## config.mk

```make
export PLATFORM = sky130hd
export DESIGN_NAME = mem_req_buffer
export DESIGN_NICKNAME = d
export VERILOG_FILES = /design/src/rtl/mem_req_buffer.sv
export SDC_FILE = /design/constraint.sdc
export NUM_CORES = 1
export LEC_CHECK = 0
export BUFFER_PORTS_ARGS = -buffer_cell sky130_fd_sc_hd__buf_2
export CAP_MARGIN = 20
export CORE_MARGIN = 2
export CORE_UTILIZATION = 30
export CTS_CLUSTER_DIAMETER = 40
export DETAILED_ROUTE_END_ITERATION = 7
export GPL_TIMING_DRIVEN = 0
export SLEW_MARGIN = 20
export SYNTH_ARGS = -nofsm -noshare
export SYNTH_HDL_FRONTEND = slang
export SYNTH_SLANG_ARGS = --single-unit
```

## constraint.sdc

```tcl
create_clock -name clk -period 3.1 [get_ports clk]
set_input_delay 0.93 -clock clk [delete_from_list [all_inputs] [get_ports clk]]
set_output_delay 0.93 -clock clk [all_outputs]
set_load 0.01 [all_outputs]
```

## src/rtl/mem_req_buffer.sv

```systemverilog
// Request/response buffer between the load/store queue and the data cache.
// Queues requests in a FIFO, registers cache responses, tracks pending IDs and flags protocol errors.
module mem_req_buffer #(
    parameter int DEPTH = 4,
    parameter int AW    = 32,
    parameter int DW    = 32,
    parameter int IDW   = 4
) (
    input  logic              clk,
    input  logic              rst,
    input  logic [AW-1:0]     addr_in,
    input  logic [DW-1:0]     data_in,
    input  logic              rw_in,
    input  logic [IDW-1:0]    id_in,
    input  logic              valid_in,
    output logic              stall_out,
    output logic [AW-1:0]     addr_out_M,
    output logic [DW-1:0]     data_out_M,
    output logic              rw_out_M,
    output logic [IDW-1:0]    id_out_M,
    output logic              valid_out_M,
    input  logic              stall_in_M,
    input  logic              ready_in_M,
    input  logic [IDW-1:0]    id_in_M,
    input  logic [DW-1:0]     data_in_M,
    output logic              ready_out,
    output logic [IDW-1:0]    id_out,
    output logic [DW-1:0]     data_out,
    output logic [2**IDW-1:0] pending_out,
    output logic              err_out
);
    localparam int CW  = $clog2(DEPTH + 1);
    localparam int PW  = $clog2(DEPTH);
    localparam int NID = 2 ** IDW;
    localparam int EW  = AW + DW + 1 + IDW;
    localparam logic [CW-1:0] FULL = CW'(DEPTH);

    logic [EW-1:0]  mem [DEPTH];
    logic [PW-1:0]  wr_ptr_reg;
    logic [PW-1:0]  rd_ptr_reg;
    logic [CW-1:0]  count_reg;
    logic [CW-1:0]  count_next;
    logic [NID-1:0] pending_reg;
    logic [NID-1:0] pending_clr;
    logic [NID-1:0] pending_next;

    logic pop;
    logic accept;
    logic overflow_err;
    logic dup_err;
    logic resp_err;

    assign stall_out = (count_reg == FULL);
    assign pop       = (count_reg != '0) && !stall_in_M;
    // A full FIFO still accepts when the head leaves on the same edge.
    assign accept       = valid_in && (!stall_out || pop);
    assign overflow_err = valid_in && !accept;

    always_comb begin
        count_next = count_reg;
        if (accept && !pop) begin
            count_next = count_reg + 1'b1;
        end else if (pop && !accept) begin
            count_next = count_reg - 1'b1;
        end
    end

    // Response clears are applied before request sets, so a same-edge
    // answer and reissue of one ID leaves the bit set without an error.
    genvar gi;
    generate
        for (gi = 0; gi < NID; gi++) begin : g_pending
            assign pending_clr[gi]  = pending_reg[gi] & ~(ready_in_M && (id_in_M == IDW'(gi)));
            assign pending_next[gi] = pending_clr[gi] | (accept && (id_in == IDW'(gi)));
        end
    endgenerate

    assign dup_err  = accept && pending_clr[id_in];
    assign resp_err = ready_in_M && !pending_reg[id_in_M];
    assign pending_out = pending_reg;

    always_ff @(posedge clk) begin
        if (accept) begin
            mem[wr_ptr_reg] <= {addr_in, data_in, rw_in, id_in};
        end
    end

    always_ff @(posedge clk or negedge rst) begin
        if (!rst) begin
            wr_ptr_reg  <= '0;
            rd_ptr_reg  <= '0;
            count_reg   <= '0;
            pending_reg <= '0;
            addr_out_M  <= '0;
            data_out_M  <= '0;
            rw_out_M    <= 1'b0;
            id_out_M    <= '0;
            valid_out_M <= 1'b0;
            ready_out   <= 1'b0;
            id_out      <= '0;
            data_out    <= '0;
            err_out     <= 1'b0;
        end else begin
            count_reg   <= count_next;
            pending_reg <= pending_next;
            valid_out_M <= pop;
            ready_out   <= ready_in_M;
            id_out      <= id_in_M;
            data_out    <= data_in_M;
            err_out     <= overflow_err | dup_err | resp_err;
            if (accept) begin
                wr_ptr_reg <= wr_ptr_reg + 1'b1;
            end
            if (pop) begin
                rd_ptr_reg <= rd_ptr_reg + 1'b1;
                {addr_out_M, data_out_M, rw_out_M, id_out_M} <= mem[rd_ptr_reg];
            end
        end
    end
endmodule

```

==> results by group, run 1 <==
Run status
  – Status: completed

STA
  – Final Skew: ~0.028 ns
  – RSZ-0062 raised after global routing: no
  – Final Max Slew Viols: 0
  – Fin crit period: 2.46 ns
  – Worst Tran Pin Value: around 0.8 ns
  – Normalized max-slew margin: between 40% and 50%
  – Fmax: 407 MHz
  – Worst Slack Setup Final: between 0.6 and 0.7 ns
  – Period utilisation layout: 79.3%
  – Final hold vios: 0
  – Final setup fails: 0

Floorplan
  – Die ar.: between 0.05 and 0.06 mm2
  – Die X: roughly 230 um
  – Row count: 81
  – Core area: ~0.049 mm2
  – # IOs: approximately 240
  – Die height: 228 um
  – Starting density of the core: 30.5%

Pwr
  – Static Leak: approximately 7.5 nW
  – Total power: about 0.020 W
  – Power density over cell area: 1030 mW/mm2
  – VDD IR max: around 0.59 mV

Place
  – Placed Area: 0.0172 mm2
  – I/O Buffers: 234
  – Pre-CTS WS: around 0.11 ns
  – Gpl congestion: approximately 0.8
  – Hpwl dp: ~21 mm

Routing
  – Iter 0 DRT Violations: 332
  – Routed WL: ~34 mm
  – WL/cell: between 15 and 20 um
  – DRT Pass-1 Iters: 4
  – Routed Antenna Nets: 0
  – Vias: between 7k and 8k
  – DR vias/cell: about 4.4
  – Drc violations: 0

Global route
  – Met3 Use GR: between 4 and 5%
  – First-pass GRT wire length: between 40 and 50 mm
  – Met1 usage: 16.6%
  – GRT Total Usage: 13.1%
  – Largest net degree at the start of global routing: 84
  – Total gr overflow: 0
  – Initial antenna violation count: 5
  – Vias in the first global route: approximately 8.3k
  – GRT busiest layer: met2
  – M2 GR Usage: a little over a fifth

Run
  – Max-Cap Viols: 0

Clocking
  – Num CTS Buffers: 74
  – CTS tree: built
  – Resized cells post-CTS: 0
  – # hold bufs at CTS: 0
  – Clock transition at the registers of the reported paths: around 0.050 ns
  – Root buffer selected by CTS: clkbuf_16
  – Clock Latency Late Sink: just under 0.6 ns
  – H-tree depth: 3
  – CTS sink cnt: just over 400
  – Post-CTS Setup Inserts: 0
  – Clock Path Buffers: 3

Layout
  – Fin area: between 0.015 and 0.02 mm2
  – Nets: 1129
  – Area Growth Syn to Fin: 31.8%
  – Share of layout cells above drive strength 1: 51.2%
  – Max reg flops: between 200 and 300
  – Biggest register: mem
  – Fin util: 40.2%

Setup path
  – WS Path Type: flip-flop to flip-flop
  – CP Capture Type: flip-flop
  – Maximum fanout along the worst path: 26
  – Critical path required time: roughly 3.4 ns
  – Worst Setup Start Kind: flip-flop
  – Arrival @ worst endpoint: between 2 and 3 ns
  – Worst reg2reg setup slack: roughly 0.64 ns

Synth
  – Syn Std Cell Area: between 0.01 and 0.015 mm2
  – Net Count, Synth: slightly above 800
  – Largest cells by area after synthesis: edfxtp_1 (55%), dfrtp_1 (22%), mux4_2 (11%)
  – Top cell type's share of synthesized area: 55.3%
  – Synthesized flop and latch total: 407
  – Synthesis Warnings: 0
  – Synth Flop Type: edfxtp_1
  – Seq/Total Area, Yosys: a little under 80%
  – Avg Synthesized Cell Area: 21.6 um2
  – Top cell type by total area after synthesis: edfxtp_1
  – Post-Synthesis Cells: 695
  – Post-synth ARST share: about a third
  – EDFF count, synth: about 280
  – Netlist cell types: 48

Worst hold path
  – Worst hold-check path type: input pin to async pin
[cells in the mapped netlist, drive strengths merged, types with 2 or more instances]
| master | count |
|---|---|
| nand3 | 4 |
| xor2 | 4 |
| and2 | 5 |
| dfrtp | 131 |
| mux2i | 8 |
| o21ai | 33 |
| buf | 18 |
| nand3b | 6 |
| mux4 | 73 |
| ha | 5 |
| nor2 | 4 |
| or2 | 2 |
| edfxtp | 276 |
| nor3 | 5 |
| xnor2 | 4 |
| nand2 | 4 |
| inv | 4 |
| a22oi | 2 |
| nand2b | 4 |
| clkbuf | 11 |
| mux2 | 71 |
| or3b | 5 |
[per-layer routing]
layer  part of all wire [%]  up-vias
li1                       -     3465
met1                     42     3944
met2                     49      223
met3                    6.0       73
met4                    2.7        4
met5                  0.080        -
[stage by stage]
stage               TNS, ns  instances  hold slack, ns
floorplan                 0        695           0.454
global placement    -382.59       1593           0.476
detailed placement        0       1601           0.479
CTS                       0       1738           0.263
global route              0       1739           0.272
finish                    0       1739           0.273
[layout by cell type, fill, tap and decap left out, types with 2 or more instances in the layout]
master	Yosys	final
o21ai_0	33	33
bufinv_16	0	6
and2_4	0	4
nand3_1	3	3
mux2_2	71	71
buf_12	1	5
inv_1	4	4
inv_8	0	3
nand3b_1	6	6
clkbuf_8	1	5
mux2i_1	8	8
buf_2	15	248
xnor2_1	3	3
a22oi_1	2	2
nor2_1	4	3
clkinv_1	0	2
buf_8	0	2
nand2b_1	4	4
nor3_1	5	5
nand2_1	4	4
clkinv_4	0	7
buf_16	0	3
or3b_1	3	3
dfrtp_1	131	131
buf_6	2	2
clkinv_8	0	2
edfxtp_1	276	276
inv_6	0	16
mux4_2	73	73
clkbuf_1	9	15
clkbuf_16	0	77
clkinv_2	0	5
xor2_1	4	4
ha_1	5	5
clkinvlp_4	0	7
[final cells by class]
type,instances,area (um2)
fillers,4465,29400
flip-flops and latches,407,11600
multi-input cells,255,3250
clock buffers,87,2000
repair buffers,242,1360
well taps,664,831
clock inverters,50,559
plain buffers,29,173
inverters,4,15.0
diodes,1,2.50
[power by group]
part / internal (W) / switching, W
sequential: 0.00722 / 0.000469
combinational: 0.00222 / 0.00235
clock: 0.00524 / 0.00290
[worst max-delay path: stages, from the launching register on]
cell	delay (ns)
dfrtp_1	0.39
nor3b_2	0.17
and2_2	0.22
nor2b_1	0.17
buf_2	0.25
and2_4	0.43
buf_12	0.26
buf_12	0.23
[cells by family (layout without fill, tap and decap cells)]
kind of cell               after synthesis  in the layout  share of synthesized area [%]
DFF                                    407            407                           77.1
AOI/OAI and AO/OA                       43             43                           1.70
other                                    0              1                              0
adders and majority gates                6              6                          0.551
buffers and inverters                   33            412                           1.25
xor gates and xnor gates                 8              8                          0.517
muxes                                  152            152                           16.8
and+or+nand+nor                         46             46                           2.01
[path summary, 6_finish.rpt]
| path | start | endpoint | depth (start not counted) |
|---|---|---|---|
| setup reg to reg | count_reg[2]$_DFFE_PN0P_ | mem[0][50]$_DFFE_PP_ | 7 |
| setup / recovery | count_reg[2]$_DFFE_PN0P_ | mem[0][50]$_DFFE_PP_ | 7 |
| hold reg to reg | count_reg[2]$_DFFE_PN0P_ | count_reg[2]$_DFFE_PN0P_ | 1 |
| hold / removal | rst | data_out[2]$_DFF_PN0_ | 1 |
| max in group asynchronous | rst | addr_out_M[22]$_DFFE_PN0P_ | 2 |
| min in group clk | data_in_M[8] | data_out[8]$_DFF_PN0_ | 1 |
Power figures use the tool's default switching activity.
==> inputs of run 2 (changes only) <==
==> constraint.sdc (replaced) <==
create_clock -name clk -period 2.27 [get_ports clk]
set_input_delay 0.681 -clock clk [delete_from_list [all_inputs] [get_ports clk]]
set_output_delay 0.681 -clock clk [all_outputs]
set_load 0.01 [all_outputs]
==> results by group, run 2 (synthesis results as in run 1) <==
Pwr
  – Sequential share of power: 39.7% (+2.0 points)
  – Power density over cell area: 1370 mW/mm2 (+32%)
  – Internal power: 0.0190 W (+30%)
  – Combinational share of power: 24.0% (+1.6 points)
  – VDD IR max: 0.931 mV (+59%)
  – Static Leak: 7.38 nW (-1.3%)
  – Sw Ratio: 28.5% (+0.51 points)
  – P_sw: 0.00759 W (+33%)
  – Clk pwr share: 36.4% (-3.5 points)

Layout
  – Max reg flops: 276 (unchanged)
  – Biggest register: mem
  – Most frequent cells in the layout: edfxtp_1 (276), buf_2 (247), dfrtp_1 (129), mux4_2 (73), mux2_2 (71)
  – Commonest non-fill, non-tap cell in the layout: edfxtp_1
  – Number of fill cells: 4433 (-0.72%)
  – Nets: 1125 (-0.35%)
  – Share of layout cells above drive strength 1: 51.7% (+0.48 points)
  – Area Growth Syn to Fin: 30.0%
  – Fin util: 39.6% (-0.56 points)
  – Fin area: 0.0195 mm2 (-1.4%)

Setup path
  – Worst reg2reg setup slack: 0.09 ns (-0.55 ns)
  – Buf/Inv on CP: 2 (-1)
  – CP Capture Type: flip-flop
  – Worst r2r src: count_reg[2]$_DFFE_PN0P_
  – Most frequent CP cell: xor2_1
  – Critical path origin: count_reg[2]$_DFFE_PN0P_
  – Crit path max-delay family: simple AND/OR/NAND/NOR gates
  – Critical path required time: 2.79 ns (-0.58 ns)
  – Worst Setup Start Kind: flip-flop
  – Maximum fanout along the worst path: 6 (-77%)
  – Arrival @ worst endpoint: 2.70 ns (-0.02 ns)
  – Reg2Reg Depth: 10 (+3)
  – Worst reg2reg endpoint: count_reg[2]$_DFFE_PN0P_
  – Slowest-stage cell, CP: dfrtp_1
  – WS Path Type: flip-flop to flip-flop
  – Slowest cell delay on critical path: 0.39 ns (-0.04 ns)
  – Crit path cell chain: nor3b_2 -> and2_4 -> nor2b_4 -> buf_6 -> ha_2 -> inv_1 -> fa_1 -> xor2_1 -> nor2_1 -> xor2_1
  – Crit path depth: 10 (+3)

STA
  – Worst Tran Pin Value: 0.702 ns (-0.111 ns)
  – Period utilisation layout: 96.1% (+17 points)
  – Fmax: 458 MHz (+13%)
  – Final setup fails: 0 (unchanged)
  – Final hold vios: 0 (unchanged)
  – Fin crit period: 2.18 ns (-0.275 ns)
  – Normalized max-slew margin: 53.2% (+7.4 points)
  – Worst Slack Setup Final: 0.0880 ns (-0.555 ns)
  – Final Max Slew Viols: 0 (unchanged)
  – Final Skew: 0.0155 ns (-0.0126 ns)
  – Final hold slack: 0.197 ns (-0.0760 ns)
  – RSZ-0062 raised after global routing: no

Place
  – Pre-CTS WS: -0.966 ns (-1.08 ns)
  – Placed Area: 0.0172 mm2 (about the same)
  – Gpl congestion: 0.852 (+5.5%)
  – I/O Buffers: 234 (unchanged)
  – Hpwl dp: 20.6 mm (-2.4%)

Clocking
  – Clock Path Buffers: 3 (unchanged)
  – Clock Latency Late Sink: 0.59 ns (about the same)
  – Clock transition at the registers of the reported paths: 0.06 ns (about the same)
  – CTS sink cnt: 407 (unchanged)
  – Root buffer selected by CTS: clkbuf_16
  – H-tree depth: 2 (-1)
  – Num CTS Buffers: 61 (-18%)
  – CTS tree: built

Floorplan
  – Die X: 228 um (unchanged)
  – Die height: 228 um (unchanged)
  – Starting density of the core: 30.5% (unchanged)
  – Core area: 0.0492 mm2 (unchanged)
  – Die ar.: 0.0518 mm2 (unchanged)
  – Row count: 81 (unchanged)
  – # IOs: 235 (unchanged)

Global route
  – Initial antenna violation count: 8 (+3)
  – GRT Total Usage: 13.7% (+0.64 points)
  – Largest net degree at the start of global routing: 58 (-31%)
  – First-pass GRT wire length: 51.7 mm (+3.8%)
  – Total gr overflow: 0 (unchanged)
  – Vias in the first global route: 8299 (+0.44%)

Worst hold path
  – Worst hold-check path type: input pin to flip-flop
  – Hold Path Origin: data_in_M[11]
  – Hold path depth: 1
  – Hold Path End: data_out[11]$_DFF_PN0_

Routing
  – Routed Antenna Nets: 0 (unchanged)
  – DR vias/cell: 4.51 (+1.8%)
  – Drc violations: 0 (unchanged)
  – Highest Signal Layer: met5
  – DR WL met2: 16.9 mm (+2.5%)
  – WL/cell: 20.4 um (+5.7%)
  – DRT Pass-1 Iters: 5 (+1)
  – Met3 wire length: 2.14 mm (+5.4%)
  – Routed WL: 35.3 mm (+5.1%)
  – Vias: 7795 (+1.1%)
  – Wl on met1: 15.4 mm (+8.5%)
  – Iter 0 DRT Violations: 407 (+23%)

Run status
  – Status: completed

Run
  – Max-Cap Viols: 0 (unchanged)
[run 2: cell count changes in the layout (fill, tap and decap cells not counted), sizes merged]
cell,change
diode,+1
clkinv,-2
clkbuf,-14
buf,+5
dlygate4sd3,+1
clkinvlp,-6
and2,+4
[run 2: timing repair]
item,4_1_cts,5_1_grt
cloned,5,0
endpoints found under the hold margin,29,0
setup buffers,5,2
pin swaps,5,2
setup endpoints to repair,223,20
gates resized for setup,13,5
hold buffers,1,0
[run 2: stage by stage]
| stage | TNS, ns | total power (W) | cells |
|---|---|---|---|
| floorplan | -65.42 | 0.0145 | 695 |
| global placement | -627.25 | 0.0169 | 1593 |
| detailed placement | -108.17 | 0.0171 | 1599 |
| CTS | 0 | 0.0271 | 1725 |
| global route | 0 | 0.0281 | 1727 |
| finish | 0 | 0.0266 | 1728 |
[run 2: area by class of cell]
| type | instances | area (um2) | area share, % |
|---|---|---|---|
| plain buffers | 27 | 179 | 0.918 |
| flip-flops and latches | 407 | 11600 | 59.4 |
| repair buffers | 249 | 1410 | 7.26 |
| clock buffers | 74 | 1680 | 8.62 |
| inverters | 4 | 15.0 | 0.0771 |
| clock inverters | 42 | 483 | 2.48 |
| multi-input cells | 259 | 3310 | 17.0 |
| diodes | 2 | 5.00 | 0.0257 |
| well taps | 664 | 831 | 4.26 |
[run 2: routing by layer]
metal  GRT usage, %  up-vias
li1               -     3459
met1           18.0     4053
met2           21.9      205
met3           3.99       72
met4           4.30        6
met5              0        -
[run 2: how the worst max path moves through the flow]
stage | endpoint | slack, ns
2_1_floorplan | mem[0][0]$_DFFE_PP_ | -0.24
3_3_place_gp | pending_out[1]$_DFF_PN0_ | -1.82
3_5_place_dp | count_reg[1]$_DFFE_PN0P_ | -0.97
4_1_cts | count_reg[2]$_DFFE_PN0P_ | 0.009
5_1_grt | count_reg[2]$_DFFE_PN0P_ | 0.02
6_report | count_reg[2]$_DFFE_PN0P_ | 0.09
[run 2: power by group through the flow]
| stage | Clock [W] | Combinational (W) | Sequential [W] |
|---|---|---|---|
| 6_report | 0.00969 | 0.00638 | 0.0106 |
| 5_1_grt | 0.0103 | 0.00702 | 0.0108 |
| 4_1_cts | 0.00995 | 0.00659 | 0.0106 |
| 3_5_place_dp | 0 | 0.00642 | 0.0107 |
| 3_3_place_gp | 0 | 0.00617 | 0.0107 |
| 2_1_floorplan | 0 | 0.00360 | 0.0109 |
==> inputs of run 3 (changes only) <==
--- a/config.mk
+++ b/config.mk
@@ -12,6 +12,7 @@
 export CTS_CLUSTER_DIAMETER = 40
 export DETAILED_ROUTE_END_ITERATION = 7
 export GPL_TIMING_DRIVEN = 0
+export SETUP_SLACK_MARGIN = 0.2
 export SLEW_MARGIN = 20
 export SYNTH_ARGS = -nofsm -noshare
 export SYNTH_HDL_FRONTEND = slang
==> results by group, run 3 (synthesis results as in run 1) <==
STA
  – Worst Slack Setup Final: 0.190 ns (+0.102 ns)
  – Final hold vios: 0 (unchanged)
  – Final setup fails: 0 (unchanged)
  – Normalized max-slew margin: 53.7% (+0.52 points)
  – Fin crit period: 2.08 ns (-0.102 ns)
  – Worst Tran Pin Value: 0.694 ns (-0.00777 ns)
  – RSZ-0062 raised after global routing: yes
  – Final Skew: 0.0274 ns (+0.0119 ns)
  – Period utilisation layout: 91.6% (-4.5 points)
  – Fmax: 481 MHz (+4.9%)
  – Final hold slack: 0.0961 ns (-0.101 ns)
  – Final Max Slew Viols: 0 (unchanged)

Global route
  – Largest net degree at the start of global routing: 72 (+24%)
  – First-pass GRT wire length: 51.3 mm (-0.74%)
  – Met1 usage: 17.0% (-0.97 points)
  – Met3 Use GR: 4.13% (+0.14 points)
  – GRT busiest layer: met2
  – Initial antenna violation count: 4 (-4)
  – GRT Total Usage: 13.6% (-0.091 points)
  – M2 GR Usage: 22.1% (+0.19 points)
  – Total gr overflow: 0 (unchanged)
  – Vias in the first global route: 8402 (+1.2%)

Pwr
  – Sequential share of power: 37.9% (-1.8 points)
  – Internal power: 0.0197 W (+3.7%)
  – VDD IR max: 0.540 mV (-42%)
  – P_sw: 0.00797 W (+5.0%)
  – Static Leak: 7.51 nW (+1.8%)
  – Combinational share of power: 23.9% (about the same)
  – Power density over cell area: 1400 mW/mm2 (+2.2%)
  – Total power: 0.0277 W (+4.1%)
  – Clk pwr share: 38.3% (+1.9 points)
  – Sw Ratio: 28.8% (+0.25 points)

Clocking
  – H-tree depth: 3 (+1)
  – CTS tree: built
  – Clock Path Buffers: 3 (unchanged)
  – Root buffer selected by CTS: clkbuf_16
  – Clock transition at the registers of the reported paths: 0.05 ns (about the same)
  – Clock Latency Late Sink: 0.60 ns (about the same)
  – # hold bufs at CTS: 0 (-1)
  – Num CTS Buffers: 67 (+9.8%)
  – CTS sink cnt: 407 (unchanged)

Layout
  – Biggest register: mem
  – Share of layout cells above drive strength 1: 52.9% (+1.2 points)
  – Max reg flops: 276 (unchanged)
  – Commonest non-fill, non-tap cell in the layout: edfxtp_1
  – Most frequent cells in the layout: edfxtp_1 (276), buf_2 (239), dfrtp_1 (129), mux4_2 (73), mux2_2 (70)
  – Area Growth Syn to Fin: 32.3%
  – Finished Layout Cells: 1740 (+0.69%)
  – Nets: 1136 (+0.98%)
  – Number of fill cells: 4386 (-1.1%)
  – Fin util: 40.4% (+0.71 points)

Place
  – Post-placement cell count: 1598 (-0.063%)
  – I/O Buffers: 234 (unchanged)
  – Pre-CTS WS: -0.344 ns (+0.622 ns)
  – Gpl congestion: 0.794 (-6.9%)
  – Hpwl dp: 20.4 mm (-0.70%)

Setup path
  – WS Path Type: flip-flop to primary output
  – Buf/Inv on CP: 1 (-1)
  – Critical path required time: 1.59 ns (-1.20 ns)
  – Arrival @ worst endpoint: 1.40 ns (-1.30 ns)
  – Crit path cell chain: nor3b_2 -> buf_4
  – CP Capture Type: primary output
  – Maximum fanout along the worst path: 3 (-3)
  – Slowest cell delay on critical path: 0.42 ns (+0.03 ns)
  – Worst Setup Start Kind: flip-flop
  – Slowest-stage cell, CP: dfrtp_2
  – Crit path max-delay family: flip-flops

Routing
  – Routed WL: 34.9 mm (-1.0%)
  – Vias: 7849 (+0.69%)
  – Drc violations: 0 (unchanged)
  – DR vias/cell: 4.51 (about the same)
  – Routed Antenna Nets: 0 (unchanged)
  – Iter 0 DRT Violations: 391 (-3.9%)
  – DRT Pass-1 Iters: 4 (-1)
  – WL/cell: 20.1 um (-1.7%)

Floorplan
  – # IOs: 235 (unchanged)
  – Core area: 0.0492 mm2 (unchanged)
  – Die ar.: 0.0518 mm2 (unchanged)
  – Die X: 228 um (unchanged)
  – Starting density of the core: 30.5% (unchanged)
  – Row count: 81 (unchanged)
  – Die height: 228 um (unchanged)

Run status
  – Status: completed

Run
  – Max-Cap Viols: 0 (unchanged)

Worst hold path
  – Worst hold-check path type: input pin to async pin
-- run 3: changes by cell type in the layout (fill, tap and decap cells not counted), moves of 4 or more --
cell | before | now
buf_4 | 7 | 16
and2_4 | 5 | 9
buf_12 | 1 | 5
and2_2 | 4 | 0
clkinv_4 | 4 | 10
clkinvlp_4 | 1 | 7
buf_2 | 247 | 239
clkinv_2 | 7 | 3
-- run 3: worst reg2reg max path, cell delays in order, from the launching register on --
cell	delay, ns
dfrtp_2	0.42
nor3b_2	0.21
and2_4	0.20
nor2b_4	0.04
buf_6	0.13
ha_4	0.16
inv_2	0.05
fa_2	0.42
mux2_4	0.28
-- run 3: metrics by stage --
| stage | setup TNS (ns) | area (um2) |
|---|---|---|
| 4_1_cts | 0 | 19800 |
| 3_5_place_dp | -56.16 | 17200 |
| 3_3_place_gp | -372.58 | 17000 |
| 6_report | 0 | 19800 |
| 2_1_floorplan | 0 | 15000 |
| 5_1_grt | 0 | 19800 |
-- run 3: final cells by class --
cell class / instances / area, um2 / area share, %
well taps: 664 / 831 / 4.19
inverters: 4 / 15.0 / 0.0757
clock inverters: 51 / 702 / 3.54
plain buffers: 29 / 214 / 1.08
repair buffers: 252 / 1470 / 7.41
clock buffers: 73 / 1710 / 8.62
flip-flops and latches: 407 / 11600 / 58.3
multi-input cells: 259 / 3330 / 16.8
diodes: 1 / 2.50 / 0.0126
-- run 3: what timing repair did --
item | in CTS | in global routing
buffers inserted | 9 | 4
endpoints found under the hold margin | 0 | 0
gates resized for setup | 17 | 10
gates cloned | 4 | 0
pin swaps | 6 | 5
setup endpoints to repair | 274 | 63
-- run 3: power by group through the flow --
stage	combinational (W)	sequential [W]	clock (W)
2_1_floorplan	0.00365	0.0109	0
3_3_place_gp	0.00624	0.0106	0
3_5_place_dp	0.00644	0.0107	0
4_1_cts	0.00677	0.0105	0.0109
5_1_grt	0.00724	0.0107	0.0112
6_report	0.00662	0.0105	0.0106
-- run 3: routing by layer --
metal | vias up | wire [um]
li1 | 3473 | -
met1 | 4102 | 14500
met5 | - | 35
met4 | 6 | 749
met3 | 58 | 2190
met2 | 210 | 17400
-- run 3: path summary, 6_finish.rpt --
| path | from | endpoint | slack (ns) | cells after the start |
|---|---|---|---|---|
| setup / recovery | count_reg[1]$_DFFE_PN0P_ | stall_out | 0.19 | 2 |
| hold / removal | rst | addr_out_M[9]$_DFFE_PN0P_ | 0.1 | 1 |
| setup reg to reg | count_reg[1]$_DFFE_PN0P_ | count_reg[1]$_DFFE_PN0P_ | 0.23 | 8 |
| hold reg to reg | data_out_M[26]$_DFFE_PN0P_ | data_out_M[26]$_DFFE_PN0P_ | 0.50 | 1 |
| max in group asynchronous | rst | pending_out[9]$_DFF_PN0_ | 1.38 | 2 |
| min in group clk | data_in_M[8] | data_out[8]$_DFF_PN0_ | 0.19 | 1 |
